[config.mk]
export PLATFORM = sky130hd
export DESIGN_NAME = alu_seq_flat
export DESIGN_NICKNAME = d
export VERILOG_FILES = /design/src/rtl/alu_seq_pkg.sv /design/src/rtl/alu_seq_if.sv /design/src/rtl/alu_seq.sv /design/src/flat_wrapper.sv
export SDC_FILE = /design/constraint.sdc
export NUM_CORES = 1
export LEC_CHECK = 0
export BUFFER_PORTS_ARGS = -buffer_cell sky130_fd_sc_hd__clkbuf_2
export CAP_MARGIN = 20
export CORE_ASPECT_RATIO = 0.6
export CORE_MARGIN = 2
export CORE_UTILIZATION = 29
export CTS_CLUSTER_SIZE = 25
export DETAILED_ROUTE_END_ITERATION = 16
export GPL_TIMING_DRIVEN = 0
export PLACE_DENSITY = 0.48
export SYNTH_ARGS = -nofsm -noshare
export SYNTH_HDL_FRONTEND = slang
export SYNTH_SLANG_ARGS = --single-unit
[constraint.sdc]
create_clock -name clk -period 3.9 [get_ports clk]
set_input_delay 0.585 -clock clk [delete_from_list [all_inputs] [get_ports clk]]
set_output_delay 0.585 -clock clk [all_outputs]
set_load 0.05 [all_outputs]
[src/rtl/alu_seq_pkg.sv]
// Shared types and constants for the ALU instruction sequencer.
package alu_pkg;

  localparam int unsigned OPC_W  = 4;
  localparam int unsigned OPD_W  = 8;
  localparam int unsigned INST_W = OPC_W + OPD_W;

  // Opcode the ALU treats as "hold"; also driven whenever the sequencer is not executing.
  localparam logic [OPC_W-1:0] OP_NOP = 4'h8;

  // 0-12 are executed by the external ALU (8 = nop, 9 = clear is handled here);
  // 13-15 are local to the sequencer.
  typedef enum logic [OPC_W-1:0] {
    OP_PASSB = 4'h0,
    OP_PASSA = 4'h1,
    OP_ADD   = 4'h2,
    OP_SUB   = 4'h3,
    OP_AND   = 4'h4,
    OP_INC   = 4'h5,
    OP_DEC   = 4'h6,
    OP_OR    = 4'h7,
    OP_HOLD  = 4'h8,
    OP_CLR   = 4'h9,
    OP_XOR   = 4'hA,
    OP_NOT   = 4'hB,
    OP_SHL   = 4'hC,
    OP_BCLR  = 4'hD,
    OP_BSET  = 4'hE,
    OP_HALT  = 4'hF
  } opcode_e;

  typedef enum logic [2:0] {
    ST_IDLE,
    ST_FETCH,
    ST_DECODE,
    ST_EXEC,
    ST_HALT
  } state_e;

  // One-hot mask selecting a single accumulator bit.
  function automatic logic [OPD_W-1:0] bit_mask(input logic [2:0] idx);
    return OPD_W'(1) << idx;
  endfunction

endpackage

[src/rtl/alu_seq_if.sv]
// Bus bundle between the sequencer, its program memory and the ALU.
interface alu_seq_if
  import alu_pkg::*;
#(
  parameter int unsigned ADDR_W = 4
) ();

  logic              start;
  logic [ADDR_W-1:0] prog_addr;
  logic [INST_W-1:0] prog_data;
  logic [OPC_W-1:0]  inst;
  logic [OPD_W-1:0]  a;
  logic [OPD_W-1:0]  b;
  logic [OPD_W:0]    ans;
  logic [OPD_W-1:0]  acc;
  logic              carry_flag;
  logic              zero_flag;
  logic              busy;
  logic              done;

  // Sequencer side.
  modport master (
    input  start, prog_data, ans,
    output prog_addr, inst, a, b, acc, carry_flag, zero_flag, busy, done
  );

  // Environment side: program memory, ALU and controller.
  modport slave (
    output start, prog_data, ans,
    input  prog_addr, inst, a, b, acc, carry_flag, zero_flag, busy, done
  );

endinterface

[src/rtl/alu_seq.sv]
// Instruction sequencer and accumulator feeding an external 8-bit ALU.
// Each instruction takes FETCH, DECODE and EXEC; acc/flags only move at the end of EXEC.
module alu_seq
  import alu_pkg::*;
#(
  parameter int unsigned ADDR_W = 4
) (
  input logic       clk,
  input logic       reset,
  alu_seq_if.master bus
);

  localparam logic [ADDR_W-1:0] PC_LAST = {ADDR_W{1'b1}};

  state_e            r_state;
  logic [ADDR_W-1:0] r_pc;
  logic [INST_W-1:0] r_ir;
  logic [OPD_W-1:0]  r_acc;
  logic              r_carry;
  logic              r_zero;

  opcode_e           w_opc;
  logic [OPD_W-1:0]  w_opd;
  logic [OPD_W-1:0]  w_acc_d;
  logic              w_carry_d;

  assign w_opc = opcode_e'(r_ir[INST_W-1:OPD_W]);
  assign w_opd = r_ir[OPD_W-1:0];

  // Write-back value for the instruction held in ir, using the ALU result where it applies.
  always_comb begin
    w_acc_d   = r_acc;
    w_carry_d = r_carry;
    case (w_opc)
      OP_HOLD, OP_HALT: ;
      OP_CLR: begin
        w_acc_d   = '0;
        w_carry_d = 1'b0;
      end
      OP_BCLR: w_acc_d = r_acc & ~bit_mask(w_opd[2:0]);
      OP_BSET: w_acc_d = r_acc | bit_mask(w_opd[2:0]);
      default: w_acc_d = bus.ans[OPD_W-1:0];
    endcase
    if (w_opc inside {OP_ADD, OP_SUB, OP_INC, OP_DEC}) begin
      w_carry_d = bus.ans[OPD_W];
    end
  end

  // Sequencer FSM with program counter, instruction register, accumulator and flags.
  always_ff @(posedge clk or negedge reset) begin
    if (!reset) begin
      r_state <= ST_IDLE;
      r_pc    <= '0;
      r_ir    <= {OP_NOP, {OPD_W{1'b0}}};
      r_acc   <= '0;
      r_carry <= 1'b0;
      r_zero  <= 1'b0;
    end else begin
      unique case (r_state)
        ST_IDLE, ST_HALT: begin
          if (bus.start) begin
            r_pc    <= '0;
            r_acc   <= '0;
            r_carry <= 1'b0;
            r_zero  <= 1'b0;
            r_state <= ST_FETCH;
          end
        end
        ST_FETCH: r_state <= ST_DECODE;
        ST_DECODE: begin
          r_ir    <= bus.prog_data;
          r_state <= ST_EXEC;
        end
        ST_EXEC: begin
          if (w_opc == OP_HALT) begin
            r_state <= ST_HALT;
          end else begin
            r_acc   <= w_acc_d;
            r_carry <= w_carry_d;
            r_zero  <= (w_acc_d == '0);
            // The last word ends the program; pc stays put rather than wrapping to 0.
            if (r_pc == PC_LAST) begin
              r_state <= ST_HALT;
            end else begin
              r_pc    <= r_pc + 1'b1;
              r_state <= ST_FETCH;
            end
          end
        end
        default: r_state <= ST_IDLE;
      endcase
    end
  end

  // Bit ops are local, so the ALU is told to hold while they execute.
  assign bus.inst = ((r_state == ST_EXEC) && (w_opc != OP_BCLR) && (w_opc != OP_BSET))
                    ? r_ir[INST_W-1:OPD_W] : OP_NOP;
  assign bus.a          = w_opd;
  assign bus.b          = r_acc;
  assign bus.prog_addr  = r_pc;
  assign bus.acc        = r_acc;
  assign bus.carry_flag = r_carry;
  assign bus.zero_flag  = r_zero;
  assign bus.busy       = (r_state == ST_FETCH) || (r_state == ST_DECODE) || (r_state == ST_EXEC);
  assign bus.done       = (r_state == ST_HALT);

endmodule

[src/flat_wrapper.sv]
// flat-port wrapper written by rule: the top's interface ports become plain ports
module alu_seq_flat import alu_pkg::*;
#(
  parameter int unsigned ADDR_W = 4
)
  (clk, reset, bus_start, bus_prog_data, bus_ans, bus_prog_addr, bus_inst, bus_a, bus_b, bus_acc, bus_carry_flag, bus_zero_flag, bus_busy, bus_done);
  alu_seq_if #(.ADDR_W(ADDR_W)) bus_i ();
  input logic clk;
  input logic reset;
  input wire logic [$bits(bus_i.start)-1:0] bus_start;
  input wire logic [$bits(bus_i.prog_data)-1:0] bus_prog_data;
  input wire logic [$bits(bus_i.ans)-1:0] bus_ans;
  output wire logic [$bits(bus_i.prog_addr)-1:0] bus_prog_addr;
  output wire logic [$bits(bus_i.inst)-1:0] bus_inst;
  output wire logic [$bits(bus_i.a)-1:0] bus_a;
  output wire logic [$bits(bus_i.b)-1:0] bus_b;
  output wire logic [$bits(bus_i.acc)-1:0] bus_acc;
  output wire logic [$bits(bus_i.carry_flag)-1:0] bus_carry_flag;
  output wire logic [$bits(bus_i.zero_flag)-1:0] bus_zero_flag;
  output wire logic [$bits(bus_i.busy)-1:0] bus_busy;
  output wire logic [$bits(bus_i.done)-1:0] bus_done;
  assign bus_i.start = bus_start;
  assign bus_i.prog_data = bus_prog_data;
  assign bus_i.ans = bus_ans;
  assign bus_prog_addr = bus_i.prog_addr;
  assign bus_inst = bus_i.inst;
  assign bus_a = bus_i.a;
  assign bus_b = bus_i.b;
  assign bus_acc = bus_i.acc;
  assign bus_carry_flag = bus_i.carry_flag;
  assign bus_zero_flag = bus_i.zero_flag;
  assign bus_busy = bus_i.busy;
  assign bus_done = bus_i.done;
  alu_seq #(.ADDR_W(ADDR_W)) u_core (.clk(clk), .reset(reset), .bus(bus_i));
endmodule
==> metrics.cfg <==
[run_status]
status=complete, no violations

[sta]
fmax_mhz=367.3
fin_ws_ns=1.177
finClkSkew_ns=0.002675
fin_crit_sh_pct=69.82
maxSlewViolCount=0
setup_viol=0
maxSlewHeadroom_pct=51.12
worst-slew-pin-transition_ns=0.7331
min_period_ns=2.723
hold-worst-slack_ns=0.3511
rsz0062_at_grt=false
hold_viol=0
setup_tns_ns=0

[setup_path]
crit_path_end_kind=primary output
r2r-end=u_core.bus.zero_flag$_DFFE_PN0P_
critPathLaunchType=flip-flop
cp.required_ns=3.31
rr_startpoint=u_core.r_ir[9]$_DFFE_PN0P_
reg2reg_depth=7
cp.arrival_ns=2.14
r2r_setup_slack_ns=1.76
path_max_fanout=10
path_class=flip-flop to primary output

[synth]
synth.top_cells.by_area=dfrtp_1, mux2_2, buf_4
yosysSeqAreaShare_pct=38.68
ys_ff_latch=29
yosys.area.top_type=dfrtp_1
ys_warn_count=0
synth_edf_count=0
synthArstFlopShare_pct=100.0
synth-main-ff-cell=dfrtp_1
synth.most_common_cell=dfrtp_1
ys_types=48
yosys.area.top_type_share_pct=37.28
syn_inst=209
syn_area_um2=1879
ys_top_cells_by_count=dfrtp_1, buf_4, o21ai_0
syn_area_per_cell_um2=8.992
syn-num-nets=234

[place]
portBuffers=59
dp.cells=352
pre_cts_ws_ns=1.506
place_congestion=0.8261
dpl.hpwl_um=3848

[clocking]
cts-resized-gates=0
cts_max_level=2
cts_made_buffers=5
cts_max_path_buffers=2
clockRootBuffer=clkbuf_8
cts.sinks=29
cts_tree=done
cts_setup_buffers=0
cts.reportedPaths.clkPinSlew_ns=0.06
clk_latency_ns=0.28
postCtsHoldBufs=0

[drt]
via_count=1774
drt-pass1-iter-count=5
drt_iter0_markers=145
viasPerCell=4.942
post_drt_wl_per_cell_um=13.90
drtAntennaViolNets=0
drc_errors=0
totalWireLength_um=4991

[finish]
seq_area_um2=726.9
syn_to_final_growth_pct=25.90
multi_input_area_um2=955.9
drive_above_1_share_pct=37.09
n_fill_cell=657
layout.cells.non_filler=359
num_antenna_cells=0
nets=300

[floorplanning]
fp-row-count=22
core_um2=6193
die_h_um=66.36
num_io_pins=60
die_w_um=107.9
dieArea_um2=7161
initial_core_util_pct=30.34

[hold_path]
hold_path_class=primary input to asynchronous set/reset pin

[job]
cap_viol_max_count=0

[global_routing]
gr-total-overflow=0
grtUsageTotal_pct=15.66
grt_max_degree=30
grt_pass1_wl_um=8507
grt_pass1_vias=1695
antenna_found_initial=0

-- state kept, by name (all words and copies together), names as in the netlist --
| signal | flops |
|---|---|
| u_core.r_state | 3 |
| u_core.bus.carry_flag | 1 |
| u_core.bus.acc | 8 |
| u_core.bus.prog_addr | 4 |
| u_core.r_ir | 12 |
| u_core.bus.zero_flag | 1 |
-- metrics by stage --
stage | util, % | cell area, µm²
6_report | 38.20 | 2366
2_1_floorplan | - | 1879
4_1_cts | 38.20 | 2366
5_1_grt | 38.20 | 2366
3_3_place_gp | 36.81 | 2280
3_5_place_dp | 36.81 | 2280
-- critical path: stages, from the launching register on --
cell and delay (ns):
dfstp_2 0.58, clkbuf_1 0.42, o211ai_1 0.21, and3_1 0.26, and2_1 0.16, clkbuf_2 0.23
-- how the worst max path moves through the flow --
stage / from / end / slack, ns / cells after the start
6_report: u_core.r_ir[11]$_DFFE_PN1P_ / bus_inst[2] / 1.18 / 5
5_1_grt: u_core.r_ir[11]$_DFFE_PN1P_ / bus_inst[2] / 1.04 / 5
4_1_cts: u_core.r_ir[11]$_DFFE_PN1P_ / bus_inst[2] / 1.19 / 5
3_5_place_dp: u_core.r_ir[11]$_DFFE_PN1P_ / bus_inst[2] / 1.51 / 5
3_3_place_gp: u_core.r_ir[11]$_DFFE_PN1P_ / bus_inst[2] / 1.48 / 5
2_1_floorplan: u_core.r_ir[11]$_DFFE_PN1P_ / bus_inst[0] / 1.80 / 4
-- layout by cell type, fill, tap and decap left out, types with 2 or more instances in the layout --
cell type,instances
buf_4,16
o22ai_1,3
a211o_1,3
dfrtp_1,28
nand4_1,2
nor3_1,8
inv_1,6
and2_1,7
mux2_2,11
nor2_1,6
or3_1,2
o21ai_0,16
nand3b_1,4
buf_2,4
clkbuf_2,59
clkbuf_8,6
nor2b_1,4
o31ai_1,7
nand3_1,14
nand2b_1,2
a41o_1,3
and3_1,5
nand2_1,13
clkbuf_1,10
nor3b_1,2
a21oi_1,8
xnor2_1,3
-- final cells by class --
type	count	share of cell area (%)
Buffer	29	7.351
Clock buffer	7	3.649
Inverter	6	0.9519
Multi-Input combinational cell	145	40.40
Sequential cell	29	30.72
Tap cell	84	4.442
Timing Repair Buffer	59	12.48
-- logic make-up (layout without fill, tap and decap cells) --
logic type / after synthesis / after routing / synth area share (%)
adders and majority gates: 1 / 1 / 0.6657
xor gates and xnor gates: 3 / 3 / 1.398
and+or+nand+nor: 77 / 77 / 22.90
buffers and inverters: 35 / 101 / 10.45
DFF: 29 / 29 / 38.68
AOI/OAI and AO/OA: 52 / 52 / 18.78
muxes: 12 / 12 / 7.124
-- metal layers --
layer	track usage [%]	wire, µm	vias to the layer above
met4	5.609	65	0
met3	3.941	269	7
met1	23.73	2725	832
met2	20.83	1930	52
met5	0	0	-
li1	-	-	883
Power is not shown: default switching activity piles up to over one toggle a cycle in this logic, so the estimate is an artifact.
